==> config.mk <==
export PLATFORM = sky130hd
export DESIGN_NAME = bcd_entry
export DESIGN_NICKNAME = d
export VERILOG_FILES = /design/src/rtl/calc_pkg.sv /design/src/rtl/bcd_shift_reg.sv /design/src/rtl/bcd_entry.sv
export SDC_FILE = /design/constraint.sdc
export NUM_CORES = 1
export LEC_CHECK = 0
export CAP_MARGIN = 30
export CELL_PAD_IN_SITES_DETAIL_PLACEMENT = 1
export CELL_PAD_IN_SITES_GLOBAL_PLACEMENT = 1
export CORE_MARGIN = 3
export CORE_UTILIZATION = 41
export DETAILED_ROUTE_END_ITERATION = 6
export PLACE_DENSITY = 0.8
export SLEW_MARGIN = 5
export SYNTH_ARGS = -nofsm -noshare
export SYNTH_HDL_FRONTEND = slang
export SYNTH_HIERARCHICAL = 1
export SYNTH_SLANG_ARGS = --single-unit
==> constraint.sdc <==
create_clock -name clk -period 4.5 [get_ports clk]
set_input_delay 0.675 -clock clk [delete_from_list [all_inputs] [get_ports clk]]
set_output_delay 0.675 -clock clk [all_outputs]
set_load 0.1 [all_outputs]
==> src/rtl/calc_pkg.sv <==
// Shared definitions for the calculator keypad/operand path: key codes, entry FSM states, BCD sizing.
// Pure declarations; no logic, no latency.
package calc_pkg;

   localparam int DIGITS_DEFAULT = 3;
   localparam int BCD_W          = 4;

   localparam logic [3:0] KEY_SIGN  = 4'hA;
   localparam logic [3:0] KEY_BKSP  = 4'hB;
   localparam logic [3:0] KEY_CLEAR = 4'hC;
   localparam logic [3:0] KEY_ENTER = 4'hD;

   typedef enum logic [1:0] {
      EMPTY = 2'd0,
      ENTRY = 2'd1,
      HOLD  = 2'd2
   } state_e;

   function automatic logic is_digit(input logic [3:0] code);
      return code <= 4'd9;
   endfunction

endpackage

==> src/rtl/bcd_shift_reg.sv <==
// DIGITS-nibble BCD shift register: shift-left-in a digit, shift-right-out (backspace), or load zero.
// Registered, 1-cycle latency; no flow control, the owner decides when to shift.
module bcd_shift_reg
   import calc_pkg::*;
#(
   parameter int DIGITS = DIGITS_DEFAULT
) (
   input  logic                      clk,
   input  logic                      rst_n,
   input  logic                      clr,
   input  logic                      shl,
   input  logic                      shr,
   input  logic [BCD_W-1:0]          digit_in,
   output logic [BCD_W*DIGITS-1:0]   bcds
);

   logic [BCD_W*DIGITS-1:0] bcds_q;
   logic [BCD_W*DIGITS-1:0] bcds_d;

   // Clear wins over shifts so a reset-style load never mixes with an edit.
   always_comb begin
      bcds_d = bcds_q;
      if (clr) begin
         bcds_d = '0;
      end else if (shl) begin
         bcds_d = {bcds_q[BCD_W*(DIGITS-1)-1:0], digit_in};
      end else if (shr) begin
         bcds_d = {{BCD_W{1'b0}}, bcds_q[BCD_W*DIGITS-1:BCD_W]};
      end
   end

   always_ff @(posedge clk or negedge rst_n) begin
      if (!rst_n) begin
         bcds_q <= '0;
      end else begin
         bcds_q <= bcds_d;
      end
   end

   assign bcds = bcds_q;

endmodule

==> src/rtl/bcd_entry.sv <==
// Keypad operand entry: accumulates signed 3-digit BCD, hands it downstream on ENTER via valid/ready.
// Keys take effect 1 cycle later; key_ready drops while an operand is held until op_ready accepts it.
module bcd_entry
   import calc_pkg::*;
#(
   parameter int DIGITS     = DIGITS_DEFAULT,
   parameter bit AUTO_CLEAR = 1'b1
) (
   input  logic                      clk,
   input  logic                      rst_n,
   input  logic                      key_valid,
   input  logic [3:0]                key_code,
   output logic                      key_ready,
   output logic [BCD_W*DIGITS-1:0]   live_bcds,
   output logic                      live_negative,
   output logic [1:0]                digit_count,
   output logic                      overflow,
   output logic [BCD_W*DIGITS-1:0]   op_bcds,
   output logic                      op_negative,
   output logic                      op_valid,
   input  logic                      op_ready
);

   state_e                  state_q, state_d;
   logic [1:0]              count_q, count_d;
   logic                    neg_q, neg_d;
   logic                    ovf_q, ovf_d;
   logic [BCD_W*DIGITS-1:0] op_bcds_q, op_bcds_d;
   logic                    op_neg_q, op_neg_d;
   logic                    op_vld_q, op_vld_d;
   logic                    sr_clr, sr_shl, sr_shr;
   logic                    key_acc;
   logic [BCD_W*DIGITS-1:0] live_bcds_w;

   bcd_shift_reg #(.DIGITS(DIGITS)) u_shift (
      .clk      (clk),
      .rst_n    (rst_n),
      .clr      (sr_clr),
      .shl      (sr_shl),
      .shr      (sr_shr),
      .digit_in (key_code),
      .bcds     (live_bcds_w)
   );

   assign key_acc = key_valid && (state_q != HOLD);

   always_comb begin
      state_d   = state_q;
      count_d   = count_q;
      neg_d     = neg_q;
      ovf_d     = ovf_q;
      op_bcds_d = op_bcds_q;
      op_neg_d  = op_neg_q;
      op_vld_d  = op_vld_q;
      sr_clr    = 1'b0;
      sr_shl    = 1'b0;
      sr_shr    = 1'b0;

      if (state_q == HOLD) begin
         if (op_ready) begin
            op_vld_d = 1'b0;
            if (AUTO_CLEAR) begin
               sr_clr  = 1'b1;
               neg_d   = 1'b0;
               count_d = 2'd0;
               ovf_d   = 1'b0;
               state_d = EMPTY;
            end else begin
               state_d = (count_q == 2'd0) ? EMPTY : ENTRY;
            end
         end
      end else if (key_acc) begin
         if (is_digit(key_code)) begin
            // Leading zeros are swallowed so digit_count stays "significant digits".
            if (count_q == 2'(DIGITS)) begin
               ovf_d = 1'b1;
            end else if (!(key_code == 4'd0 && count_q == 2'd0)) begin
               sr_shl  = 1'b1;
               count_d = count_q + 2'd1;
               state_d = ENTRY;
            end
         end else begin
            case (key_code)
               KEY_SIGN: neg_d = ~neg_q;
               KEY_BKSP: begin
                  if (count_q != 2'd0) begin
                     sr_shr  = 1'b1;
                     count_d = count_q - 2'd1;
                     ovf_d   = 1'b0;
                     state_d = (count_q == 2'd1) ? EMPTY : ENTRY;
                  end
               end
               KEY_CLEAR: begin
                  sr_clr  = 1'b1;
                  neg_d   = 1'b0;
                  count_d = 2'd0;
                  ovf_d   = 1'b0;
                  state_d = EMPTY;
               end
               KEY_ENTER: begin
                  op_bcds_d = live_bcds_w;
                  op_neg_d  = neg_q;
                  op_vld_d  = 1'b1;
                  state_d   = HOLD;
               end
               default: ;
            endcase
         end
      end
   end

   always_ff @(posedge clk or negedge rst_n) begin
      if (!rst_n) begin
         state_q   <= EMPTY;
         count_q   <= 2'd0;
         neg_q     <= 1'b0;
         ovf_q     <= 1'b0;
         op_bcds_q <= '0;
         op_neg_q  <= 1'b0;
         op_vld_q  <= 1'b0;
      end else begin
         state_q   <= state_d;
         count_q   <= count_d;
         neg_q     <= neg_d;
         ovf_q     <= ovf_d;
         op_bcds_q <= op_bcds_d;
         op_neg_q  <= op_neg_d;
         op_vld_q  <= op_vld_d;
      end
   end

   assign key_ready     = (state_q != HOLD);
   assign live_bcds     = live_bcds_w;
   assign live_negative = neg_q;
   assign digit_count   = count_q;
   assign overflow      = ovf_q;
   assign op_bcds       = op_bcds_q;
   assign op_negative   = op_neg_q;
   assign op_valid      = op_vld_q;

endmodule

==> results of run 1 <==
cell type report:
| class | instances | area, um^2 |
|---|---|---|
| timing repair buffer | 42 | 410.4 |
| multi-input combinational | 95 | 750.7 |
| fill | 396 | 1545 |
| tap | 48 | 60.06 |
| clock inverter | 1 | 30.03 |
| inverter | 6 | 22.52 |
| sequential | 32 | 800.8 |
| clock buffer | 7 | 96.34 |
registers in the layout, summed over array words and instances (netlist names):
| register | flops |
|---|---|
| u_shift/bcds | 12 |
| live_negative | 1 |
| op_negative | 1 |
| digit_count | 2 |
| op_bcds | 12 |
| op_valid | 1 |
| overflow | 1 |
| state_q | 2 |
layer usage:
layer | vias to the layer above | GRT usage, %
met5 | - | 0
met4 | 0 | 6.700
met3 | 5 | 5.583
met2 | 27 | 31.77
met1 | 635 | 24.56
li1 | 597 | -
logic make-up after synthesis:
| group | count (synthesis) |
|---|---|
| flip-flops | 32 |
| adder cells (fa/ha/maj) | 3 |
| buffers and inverters | 12 |
| AND/OR/NAND/NOR | 39 |
| multiplexers | 22 |
| AO/OA/AOI/OAI | 31 |
per-stage QoR:
| stage | utilization [%] | std cells |
|---|---|---|
| global placement | 54.61 | 221 |
| CTS | 58.42 | 231 |
| global route | 58.42 | 231 |
| floorplan | - | 139 |
| detailed placement | 55.02 | 223 |
| finish | 58.42 | 231 |
layout by cell type (no fill, tap or decap), types with 2 or more instances in the layout:
cell             synthesis  layout
o21ai_0                  2       2
nand2_1                  9       9
inv_1                    6       6
nand3_1                  2       2
nor2b_1                  9       9
mux2_2                  13      13
clkbuf_8                 0       7
nor2_1                   4       4
a211oi_1                 8       8
a21oi_1                  6       6
buf_4                    2       4
or3b_1                   4       4
mux2i_1                  9       9
ha_1                     3       3
clkdlybuf4s50_1          0      38
o32ai_1                  2       2
and3b_1                  2       2
dfrtp_1                 32      32
o21a_1                   2       2
nand2b_1                 3       3
path summary, 6_finish.rpt:
check,to,slack [ns],depth (start not counted)
max in group asynchronous,overflow,3.42,2
worst max-delay path,u_shift/bcds[2],1.66,7
worst min-delay path,op_bcds[5],0.50,1
worst min register to register,op_bcds[5],0.50,1
min in group asynchronous,u_shift/bcds[9],0.79,2
worst max register to register,u_shift/bcds[2],2.09,6
worst max-delay path: cells and delay by family:
family          cells  cell delay, ns
compound gates      1            0.28
buf+inv             3            1.12
simple gates        3            0.95
==> results.toml, run 1 <==
[die]
coreArea_um2 = 3716
ios = 39
dieHeight_um = 68.33
start_util_pct = 42.86
dieArea_um2 = 4669
row_count = 22
die_w_um = 68.33

[placed_design]
placed_cell_area_um2 = 2044
hpwl_um = 2954
gp_congestion = 0.8529
portBuffers = 38
post-place-ws_ns = 1.415

[synth]
yosysTopAreaCell = "dfrtp_1"
synth_common_cells = "dfrtp_1, mux2_2, mux2i_1, nand2_1, nor2b_1"
synth_compound_area_share_pct = 13.98
synthMuxAreaShare_pct = 14.85
synth.most_common_cell = "dfrtp_1"
yosysSeqAreaShare_pct = 50.27
synthDistinctLibCells = 37
synth_ff_type = "dfrtp_1"
synth_area_leaders = "dfrtp_1, mux2_2, mux2i_1"
synth_top_area_share_pct = 50.27
synth_top_family_by_area = "multiplexers"
synth_xor_area_share_pct = 0
ys_ff_latch = 32
synth_edf_count = 0
syn_area_um2 = 1593
postSynthCellCount = 139
syn_nets = 150
synthAdderAreaFrac_pct = 2.357
yosys_warnings = 6
synthArstFlopShare_pct = 100.0
syn_avg_cell_area_um2 = 11.46
yosys.area_share.simple_pct = 14.69

[global_routing]
track_usage_pct = 19.47
antenna_found_initial = 0
grt_pass1_wl_um = 6555
overflow = 0
grt_pass1_vias = 1306
grt_max_degree = 33

[run]
maxCapViolations = 0

[sta]
worstMarginPinSlew_ns = 0.9971
fin_tns_setup_ns = 0
layout_setup_ws_ns = 1.658
holdWs_ns = 0.5036
fin_skew_ns = 0.003168
rsz0062_at_grt = "no"
slew_headroom_pct = 33.32
fin_crit_sh_pct = 63.17
max_clock_freq_mhz = 351.8
setup_violations = 0
slew_violations = 0
finalHoldViolCount = 0
period_minus_slack_ns = 2.842

[critical_path]
start_kind = "primary input"
critPathSlowestCell = "clkdlybuf4s50_1"
worstSetupStartpoint = "key_code[2]"
crit_type = "in -> reg"
required_ns = 4.69
crit_arrival_ns = 3.03
crit_path_max_incr_delay_ns = 0.70
cp_cell_sequence = "clkdlybuf4s50_1, nor2_1, and3_1, nor4_2, buf_4, inv_1, a211oi_1"
path_max_fanout = 10
rr_startpoint = "state_q[1]"
end_kind = "flip-flop"

[routing]
via_per_inst = 5.472
drt_iter0_markers = 51
drt-total-wl_um = 4045
routed.top_layer = "met4"
ant_nets = 0
route.detailed.wl_per_inst_um = 17.51
drt_drc_violations_left = 0
dr_wl_met3_um = 154
dr_wl_met2_um = 1976
via_count = 1264
drt-met1-wl_um = 1851
firstDrtPassIters = 4

[final_layout]
area_delta_synth_final_pct = 36.29
antenna_cells = 0
stdcell_area_um2 = 2171
drive_gt1_share_pct = 16.39
fin_nets = 193

[cts]
post_cts_buffers = 0
numClockSinks = 32
clkTransAtPathRegs_ns = 0.07
clock_latency_ns = 0.29
cts_tree = "built"
cts_root_buffer = "clkbuf_8"
cts_resized = 0
ctsHoldBuffers = 0
cts_max_level = 2
cts_buffers = 5
cts_buffer_depth = 2

[run_status]
status = "completed"

[hold_path]
holdCritStartpoint = "op_bcds[5]"
hold_class = "reg -> reg"
Power of run 1 is left out: the tool's default activity adds up to more than one toggle a clock period on the data nets, which glitch-free logic cannot reach.
==> inputs of run 2 (changes only) <==
--- a/config.mk
+++ b/config.mk
@@ -9,9 +9,9 @@
 export CELL_PAD_IN_SITES_DETAIL_PLACEMENT = 1
 export CELL_PAD_IN_SITES_GLOBAL_PLACEMENT = 1
 export CORE_MARGIN = 3
-export CORE_UTILIZATION = 41
+export CORE_UTILIZATION = 38
 export DETAILED_ROUTE_END_ITERATION = 6
-export PLACE_DENSITY = 0.8
+export PLACE_DENSITY = 0.75
 export SLEW_MARGIN = 5
 export SYNTH_ARGS = -nofsm -noshare
 export SYNTH_HDL_FRONTEND = slang
==> constraint.sdc (replaced) <==
create_clock -name clk -period 2.86 [get_ports clk]
set_input_delay 0.429 -clock clk [delete_from_list [all_inputs] [get_ports clk]]
set_output_delay 0.429 -clock clk [all_outputs]
set_load 0.1 [all_outputs]
==> run 2 against run 1 <==
Flip-flop and latch count did not move. Sequential share of layout area rose by 1.2 points. Hold slack improved by 0.0053 ns. First-iteration DRC count rose by 9.8%. Largest cell class unchanged.
==> results.toml, run 2 (synthesis results as in run 1) <==
[cts]
clkTransAtPathRegs_ns = 0.06
cts_max_level = 2
cts_resized = 0
cts_buffer_depth = 2
ctsHoldBuffers = 0
cts_root_buffer = "clkbuf_8"
numClockSinks = 32
post_cts_buffers = 0
cts_buffers = 5
cts_tree = "built"
clock_latency_ns = 0.29

[die]
row_count = 22
ios = 39
die_w_um = 70.74
coreArea_um2 = 3854
start_util_pct = 41.33
dieHeight_um = 70.74
dieArea_um2 = 5004

[run]
maxCapViolations = 0

[sta]
slew_violations = 0
finalHoldViolCount = 0
fin_skew_ns = 0.009756
worstMarginPinSlew_ns = 0.5813
setup_violations = 0
fin_tns_setup_ns = 0
holdWs_ns = 0.5089
slew_headroom_pct = 60.25
fin_crit_sh_pct = 77.09
max_clock_freq_mhz = 453.6
rsz0062_at_grt = "no"
period_minus_slack_ns = 2.205

[routing]
ant_nets = 0
firstDrtPassIters = 4
drt_drc_violations_left = 0
via_per_inst = 5.500
route.detailed.wl_per_inst_um = 18.25
drt_iter0_markers = 56
via_count = 1276
drt-total-wl_um = 4235

[final_layout]
multi_input_area_um2 = 750.7
area_delta_synth_final_pct = 31.89
drive_gt1_share_pct = 33.70
stdcell_area_um2 = 2101
regArea_um2 = 800.8
fin_nets = 194
final_common_cell = "buf_4"
antenna_cells = 0
final_cell_mix = "buf_4, dfrtp_1, mux2_2"
fillers = 424

[global_routing]
grt_pass1_vias = 1400
grt_pass1_wl_um = 7169
overflow = 0
antenna_found_initial = 0
grt_max_degree = 33
track_usage_pct = 18.40

[critical_path]
required_ns = 3.01
reg2regPathDepth = 6
reg2reg_to = "u_shift/bcds[6]"
crit_type = "in -> reg"
path_max_fanout = 12
end_kind = "flip-flop"
crit_arrival_ns = 2.36
start_kind = "primary input"
r2r_slack_ns = 0.85
rr_startpoint = "state_q[1]"

[placed_design]
portBuffers = 38
gp_congestion = 0.8598
placed_cell_area_um2 = 1974
hpwl_um = 2973

[hold_path]
whs_endpoint = "op_bcds[10]"
holdCritStartpoint = "op_bcds[10]"
hold_path_depth = 1
hold_class = "reg -> reg"

[run_status]
status = "completed"
[run 2: cell types whose count changed in the layout (fill, tap and decap cells not counted), sizes merged]
cell           before  now
buf                 4   36
clkdlybuf4s50      38    7
[run 2: area by class of cell]
cell class	count	share of cell area, %
Clock buffer	7	4.586
Clock inverter	1	1.429
Inverter	6	1.072
Multi-Input combinational cell	95	35.74
Sequential cell	32	38.12
Tap cell	48	2.859
Timing Repair Buffer	43	16.20
[run 2: worst max-delay path by stage]
stage          cells after the start               to  slack, ns            from
2_1_floorplan                      7  u_shift/bcds[4]       0.22  digit_count[1]
4_1_cts                            6  u_shift/bcds[7]       0.64     key_code[1]
5_1_grt                            6  u_shift/bcds[6]       0.48     key_code[1]
6_report                           7  u_shift/bcds[6]       0.66     key_code[1]
3_5_place_dp                       7  u_shift/bcds[1]       0.42     key_code[1]
3_3_place_gp                       7  u_shift/bcds[1]       0.46     key_code[1]
[run 2: through the flow]
step	std cells	util, %	setup WS (ns)
floorplan	139	-	0.2152
detailed placement	224	51.23	0.4183
global placement	224	51.23	0.4592
finish	232	54.51	0.6553
CTS	232	54.51	0.6390
global route	232	54.51	0.4843
[run 2: layer usage]
metal  up-vias  track usage, %  share of wire, %
li1        596               -                 -
met1       642           24.37                45
met2        32           28.84                49
met3         6           4.545               4.4
met4         0           7.516               1.4
met5         -               0                 0
[run 2: critical path, stage by stage]
cell and delay, ns:
clkdlybuf4s50_1 0.66, nor2_1 0.12, and3_1 0.23, nor4_2 0.41, buf_4 0.25, nor2b_1 0.18
a211oi_1 0.07
Power of run 2 is left out for the same reason.
